<file path="config.mk">
export PLATFORM = sky130hd
export DESIGN_NAME = ctrl_pipe
export DESIGN_NICKNAME = d
export VERILOG_FILES = /design/src/rtl/ctrl_pipe.sv
export SDC_FILE = /design/constraint.sdc
export NUM_CORES = 1
export LEC_CHECK = 0
export BUFFER_PORTS_ARGS = -buffer_cell sky130_fd_sc_hd__buf_2
export CORE_MARGIN = 10
export CORE_UTILIZATION = 45
export DETAILED_ROUTE_END_ITERATION = 10
export GPL_TIMING_DRIVEN = 0
export PLACE_DENSITY = 0.73
export SETUP_SLACK_MARGIN = 0.3
export SYNTH_ARGS = -nofsm -noshare
export SYNTH_HDL_FRONTEND = slang
export SYNTH_SLANG_ARGS = --single-unit
</file>
<file path="constraint.sdc">
create_clock -name CLK -period 0.86 [get_ports CLK]
set_clock_uncertainty 0.2 [all_clocks]
set_input_delay 0 -clock CLK [delete_from_list [all_inputs] [get_ports CLK]]
set_output_delay 0 -clock CLK [all_outputs]
set_load 0.02 [all_outputs]
</file>
<file path="src/rtl/ctrl_pipe.sv">
// rtl/ctrl_pipe.sv - DEPTH-stage MAC-array control delay line with stall/flush
// Optional in-flight status (BUSY, PEND_CNT) under `CTRLPIPE_STATUS_EN.
module ctrl_pipe #(
  parameter int DEPTH = 2,
  parameter int SHW   = 5,
  parameter int IDXW  = 4
) (
  input  logic            CLK,
  input  logic            RST,
  input  logic            STALL,
  input  logic            FLUSH,
  input  logic            START_CALC0,
  input  logic            ILoad0,
  input  logic            WLoad0,
  input  logic [SHW-1:0]  shamt0,
  input  logic [IDXW-1:0] ICOL0,
  input  logic [IDXW-1:0] WROW0,
  input  logic [IDXW-1:0] ODST0,
  output logic            START_CALC1,
  output logic            ILoad1,
  output logic            WLoad1,
  output logic [SHW-1:0]  shamt1,
  output logic [IDXW-1:0] ICOL1,
  output logic [IDXW-1:0] WROW1,
  output logic [IDXW-1:0] ODST1
`ifdef CTRLPIPE_STATUS_EN
  ,
  output logic            BUSY,
  output logic [3:0]      PEND_CNT
`endif
);

  localparam int BW = 3 + SHW + 3 * IDXW;

  logic [BW-1:0] stage_q [DEPTH];
  logic [BW-1:0] stage_d [DEPTH];
  logic [BW-1:0] in_bundle;

  assign in_bundle = {START_CALC0, ILoad0, WLoad0, shamt0, ICOL0, WROW0, ODST0};

  // Next-state of every stage; flush outranks stall, stall outranks shift.
  always_comb begin
    if (FLUSH)      stage_d[0] = '0;
    else if (STALL) stage_d[0] = stage_q[0];
    else            stage_d[0] = in_bundle;
    for (int k = 1; k < DEPTH; k++) begin
      if (FLUSH)      stage_d[k] = '0;
      else if (STALL) stage_d[k] = stage_q[k];
      else            stage_d[k] = stage_q[k-1];
    end
  end

  always_ff @(posedge CLK) begin
    if (RST) begin
      for (int k = 0; k < DEPTH; k++) stage_q[k] <= '0;
    end else begin
      for (int k = 0; k < DEPTH; k++) stage_q[k] <= stage_d[k];
    end
  end

  assign {START_CALC1, ILoad1, WLoad1, shamt1, ICOL1, WROW1, ODST1} = stage_q[DEPTH-1];

`ifdef CTRLPIPE_STATUS_EN
  logic [3:0] pend_d;
  logic       busy_d;

  // Status is derived from post-update stage contents so it lines up with them.
  always_comb begin
    pend_d = '0;
    busy_d = 1'b0;
    for (int k = 0; k < DEPTH; k++) begin
      pend_d = pend_d + {3'b000, stage_d[k][BW-1]};
      busy_d = busy_d | (|stage_d[k][BW-1 -: 3]);
    end
  end

  always_ff @(posedge CLK) begin
    if (RST) begin
      PEND_CNT <= '0;
      BUSY     <= 1'b0;
    end else begin
      PEND_CNT <= pend_d;
      BUSY     <= busy_d;
    end
  end
`endif

endmodule
</file>
==> results of run 1 <==
## kinds of logic (layout without fill, tap and decap cells)
family	Yosys count	count (layout)	synth area share (%)
muxes	40	40	25.50
and+or+nand+nor	41	41	9.960
buffers and inverters	27	79	13.54
DFF	40	40	51.00
## timing repair
item	in CTS	in global routing
resized for setup	61	1
setup buffers	1	1
hold endpoints to repair	40	39
pin swaps	35	7
setup endpoints to repair	60	60
## area by class of cell
cell class,instances,area (um^2)
Timing Repair Buffer,44,357.8
Sequential cell,40,850.8
Clock buffer,5,37.54
Tap cell,46,57.56
Buffer,27,302.8
Fill cell,299,1157
Clock inverter,3,42.54
Multi-Input combinational cell,81,556.8
## power groups by stage
stage / Clock (uW) / Combinational [uW] / Sequential, uW
2_1_floorplan: 0 / 226 / 1950
3_3_place_gp: 0 / 307 / 1950
3_5_place_dp: 0 / 320 / 1950
4_1_cts: 1230 / 331 / 1920
5_1_grt: 1330 / 356 / 1920
6_report: 1190 / 329 / 1920
## critical path: cells and delay by family (launching register included)
family | cells | cell delay [ns]
flops | 1 | 0.35
buf+inv | 2 | 0.23
## synth_stat cells (all sizes together)
library cell,number,area [um^2]
dfxtp,40,800.8
mux2i,40,400.4
nor2,40,150.1
buf,26,207.7
clkbuf,1,5.000
or2,1,6.260
## metrics by stage
| step | utilization, % | TNS, ns |
|---|---|---|
| after floorplan | - | 0 |
| after global placement | 58.07 | -3.338 |
| after detailed placement | 58.07 | -3.982 |
| after CTS | 65.25 | -4.847 |
| after global routing | 65.59 | -5.896 |
| final | 65.59 | -4.484 |
## final timing paths
check	start	endpoint	depth (start not counted)
worst max-delay path	stage_q[0][33]	shamt1[1]	2
worst min-delay path	ODST0[1]	stage_q[0][1]	3
worst max register to register	stage_q[0][23]	stage_q[0][23]	3
worst min register to register	stage_q[0][17]	stage_q[0][37]	2
## layer usage
metal / wire length (um) / part of all wire [%] / GRT usage (%)
met1: 1383 / 41 / 11.90
met2: 1742 / 52 / 19.49
met3: 189 / 5.7 / 4.842
met4: 25 / 0.75 / 3.226
met5: 0 / 0 / 0
==> reports/metrics.cfg, run 1 <==
[cells_and_area]
layout_commonest_cell = buf_6
area_delta_synth_final_pct = 40.48
reg.largest.list = stage_q (40)
diodes = 0
final_cell_mix = buf_6 (47), mux2i_1 (40), nor2_1 (40), dfxtp_2 (40), buf_2 (22)
final_area_mm2 = 0.002206
instances_no_fill = 246
largest_reg_flops = 40
drive_above_1_share_pct = 59.50
final_nets = 223
largest-register = stage_q

[worst_setup_path]
cp_cell_sequence = buf_6 -> buf_6
crit_type = reg -> out
slowest_stage = dfxtp_2
critPathMaxStageDelay_ns = 0.35
crit_fanout = 2
cp-start-kind = register
cp_common_cell = buf_6
r2r_slack_ns = -0.09
worst_ep_required_time_ns = 0.66
arrival_ns = 0.90
endpoint_kind = output port

[grt]
grt_max_degree = 14
grt_first_pass_wirelength_mm = 5.561
first_global_vias = 1195
antenna_found_initial = 0
overflow = 0
track_usage_pct = 11.15

[clock_tree]
clkSinkCount = 40
cts_tree = built
cts_inserted_buffers = 5
cts_buffer_depth = 2
clockRootBuffer = clkbuf_4
path_clk_slew_ns = 0.12
htree_levels = 2
insertion_delay_ns = 0.32

[routing]
ant_nets = 0
post_drt_wl_per_cell_um = 13.59
drt_iter0_markers = 52
dr.pass1.iters = 4
routed_via_density = 4.533
route.detailed.drc = 0
vias = 1115
drt_wl_total_mm = 3.342

[place]
gp_congestion = 0.6382
pre_cts_ws_ns = -0.1263
place_inst = 236
portBuffers = 42
hpwlAfterDp_mm = 2.499
placed_area_mm2 = 0.001953

[power_and_ir_drop]
share_comb_of_total_power_pct = 9.6
power_switching_uw = 748.9
power.total_uw = 3431
p_seq_share_pct = 55.9
clockPowerShare_pct = 34.5
leakagePower_uw = 0.001044
internal-power_uw = 2682
sw_frac_of_total_pct = 21.83
ir_worst_vdd_mv = 0.8433
powerDensity_mw_per_mm2 = 1555

[timing]
final-max-slew-violation-count = 0
period_needed_ns = 1.101
final-setup-viol-count = 22
hold_viol = 39
tightest_slew_ns = 0.1675
timing.fmax_ghz = 0.9086
whs_ns = -0.3008
fin_ws_ns = -0.2406
rsz0062_at_grt = true
period_share_pct = 128.0
slew_headroom_pct = 88.51

[floorplanning]
die_y_um = 79.07
die_width_um = 79.07
dieArea_mm2 = 0.006252
rows = 21
start_util_pct = 46.69
core_mm2 = 0.003363
ios = 44

[synthesis]
yosysUniqueCellTypes = 8
netlist_instances = 148
syn-mean-instance-area_um2 = 10.61
ys_seq_area_share_pct = 51.00
ys_warn_count = 0
synth-seq-cells = 40
synth_area_mm2 = 0.001570
synth_nets = 172

[outcome]
failed_checks = hold timing, setup timing
outcome = complete, but fails checks

[worst_hold_path]
worstHoldPathType = in -> reg

[job]
drv_cap = 0

Power figures use the tool's default switching activity.
==> run 2, diff against run 1 <==
SKIP_CTS_REPAIR_TIMING = 1   (was unset)
==> reports/metrics.cfg, run 2 (synthesis gave the netlist of run 1 again) <==
[timing]
period_share_pct = 129.0  ; +1.1 points
slew_headroom_pct = 88.51  ; about the same
timing.fmax_ghz = 0.9011  ; -0.82%
tns_ns = -4.418  ; +0.06574 ns
final-max-slew-violation-count = 0  ; unchanged
fin_ws_ns = -0.2497  ; -0.009102 ns
rsz0062_at_grt = true
hold_viol = 39  ; unchanged
final-setup-viol-count = 21  ; -4.5%
whs_ns = -0.2999  ; +0.0009260 ns
tightest_slew_ns = 0.1675  ; +0.000007510 ns
period_needed_ns = 1.110  ; +0.009102 ns

[power_and_ir_drop]
clockPowerShare_pct = 34.6  ; about the same
share_comb_of_total_power_pct = 9.5  ; about the same
internal-power_uw = 2681  ; about the same
powerDensity_mw_per_mm2 = 1564  ; +0.55%
power_switching_uw = 749.1  ; about the same
power.total_uw = 3430  ; about the same
sw_frac_of_total_pct = 21.84  ; about the same
ir_worst_vdd_mv = 0.8449  ; +0.19%
p_seq_share_pct = 55.9  ; about the same
leakagePower_uw = 0.001038  ; -0.62%

[worst_setup_path]
crit_type = reg -> out
worst_ep_required_time_ns = 0.66  ; about the same
endpoint_kind = output port
crit_fanout = 2  ; unchanged
reg2reg_depth = 3  ; unchanged
arrival_ns = 0.91  ; about the same
cp-start-kind = register

[clock_tree]
path_clk_slew_ns = 0.12  ; about the same
cts_inserted_buffers = 5  ; unchanged
clkSinkCount = 40  ; unchanged
cts_tree = built
clockRootBuffer = clkbuf_4
insertion_delay_ns = 0.32  ; about the same
htree_levels = 2  ; unchanged
cts_buffer_depth = 2  ; unchanged

[cells_and_area]
diodes = 0  ; unchanged
layout_commonest_cell = buf_6
area_delta_synth_final_pct = 39.68
final_cell_mix = buf_6 (46), mux2i_1 (40), nor2_1 (40)
instances_no_fill = 245  ; -0.41%
final_util_pct = 65.22  ; -0.37 points
drive_above_1_share_pct = 58.79  ; -0.71 points
final_nets = 222  ; -0.45%
largest-register = stage_q
largest_reg_flops = 40  ; unchanged
reg.largest.list = stage_q (40)

[routing]
vias = 1119  ; +0.36%
post_drt_wl_per_cell_um = 13.60  ; about the same
ant_nets = 0  ; unchanged
drt_wl_total_mm = 3.331  ; -0.33%
dr.pass1.iters = 4  ; unchanged
routed_via_density = 4.567  ; +0.77%
drt_iter0_markers = 68  ; +31%
route.detailed.drc = 0  ; unchanged

[place]
place_inst = 236  ; unchanged
hpwlAfterDp_mm = 2.499  ; unchanged
portBuffers = 42  ; unchanged
gp_congestion = 0.6382  ; unchanged

[floorplanning]
core_mm2 = 0.003363  ; unchanged
rows = 21  ; unchanged
dieArea_mm2 = 0.006252  ; unchanged
ios = 44  ; unchanged
start_util_pct = 46.69  ; unchanged
die_width_um = 79.07  ; unchanged
die_y_um = 79.07  ; unchanged

[grt]
overflow = 0  ; unchanged
grt_first_pass_wirelength_mm = 5.250  ; -5.6%
antenna_found_initial = 0  ; unchanged
first_global_vias = 1165  ; -2.5%
track_usage_pct = 10.55  ; -0.60 points
grt_max_degree = 14  ; unchanged

[job]
drv_cap = 0  ; unchanged

[worst_hold_path]
min_path_cells = 3  ; unchanged
worstHoldPathType = in -> reg

[outcome]
failed_checks = hold timing, setup timing
outcome = complete, but fails checks

==> run 2: cell count changes in the layout (fill, tap and decap cells not counted), sizes merged <==
cell	change
buf	-1
==> run 2: layout make-up <==
| cell class | instances | area (um^2) |
|---|---|---|
| buffer | 27 | 302.8 |
| fill | 301 | 1170 |
| multi-input combinational | 81 | 556.8 |
| clock buffer | 5 | 37.54 |
| timing repair buffer | 43 | 346.6 |
| tap | 46 | 57.56 |
| sequential | 40 | 849.6 |
| clock inverter | 3 | 42.54 |
==> run 2: worst max-delay path, cell delays in order (launching register included) <==
cell	delay, ns
dfxtp_2	0.35
buf_6	0.11
buf_6	0.12
==> run 2: worst paths after layout <==
kind / end / slack [ns] / start
worst max-delay path: shamt1[1] / -0.25 / stage_q[0][33]
worst min register to register: stage_q[0][37] / 0.29 / stage_q[0][17]
worst min-delay path: stage_q[0][1] / -0.30 / ODST0[1]
worst max register to register: stage_q[0][23] / -0.09 / stage_q[0][23]
==> run 2: metrics by stage <==
stage                     setup slack [ns]  hold slack [ns]  instance area (um^2)
after floorplan                    0.03320         -0.04066                  1685
after global placement            -0.09155          0.04566                  1953
after detailed placement           -0.1263          0.05751                  1953
after CTS                          -0.2858          -0.3006                  2033
after global routing               -0.3017          -0.3243                  2193
final                              -0.2497          -0.2999                  2193
==> run 2: per-layer routing <==
metal	track usage, %	part of all wire (%)
met5	0	0
met4	3.226	0.75
met3	5.068	5.5
met2	17.78	52
met1	11.44	42
==> run 2: power by group through the flow <==
stage | logic, uW | registers [uW] | clock network, uW
final | 327 | 1920 | 1190
after global routing | 355 | 1920 | 1330
after CTS | 320 | 1910 | 1230
after detailed placement | 320 | 1950 | 0
after global placement | 307 | 1950 | 0
after floorplan | 226 | 1950 | 0
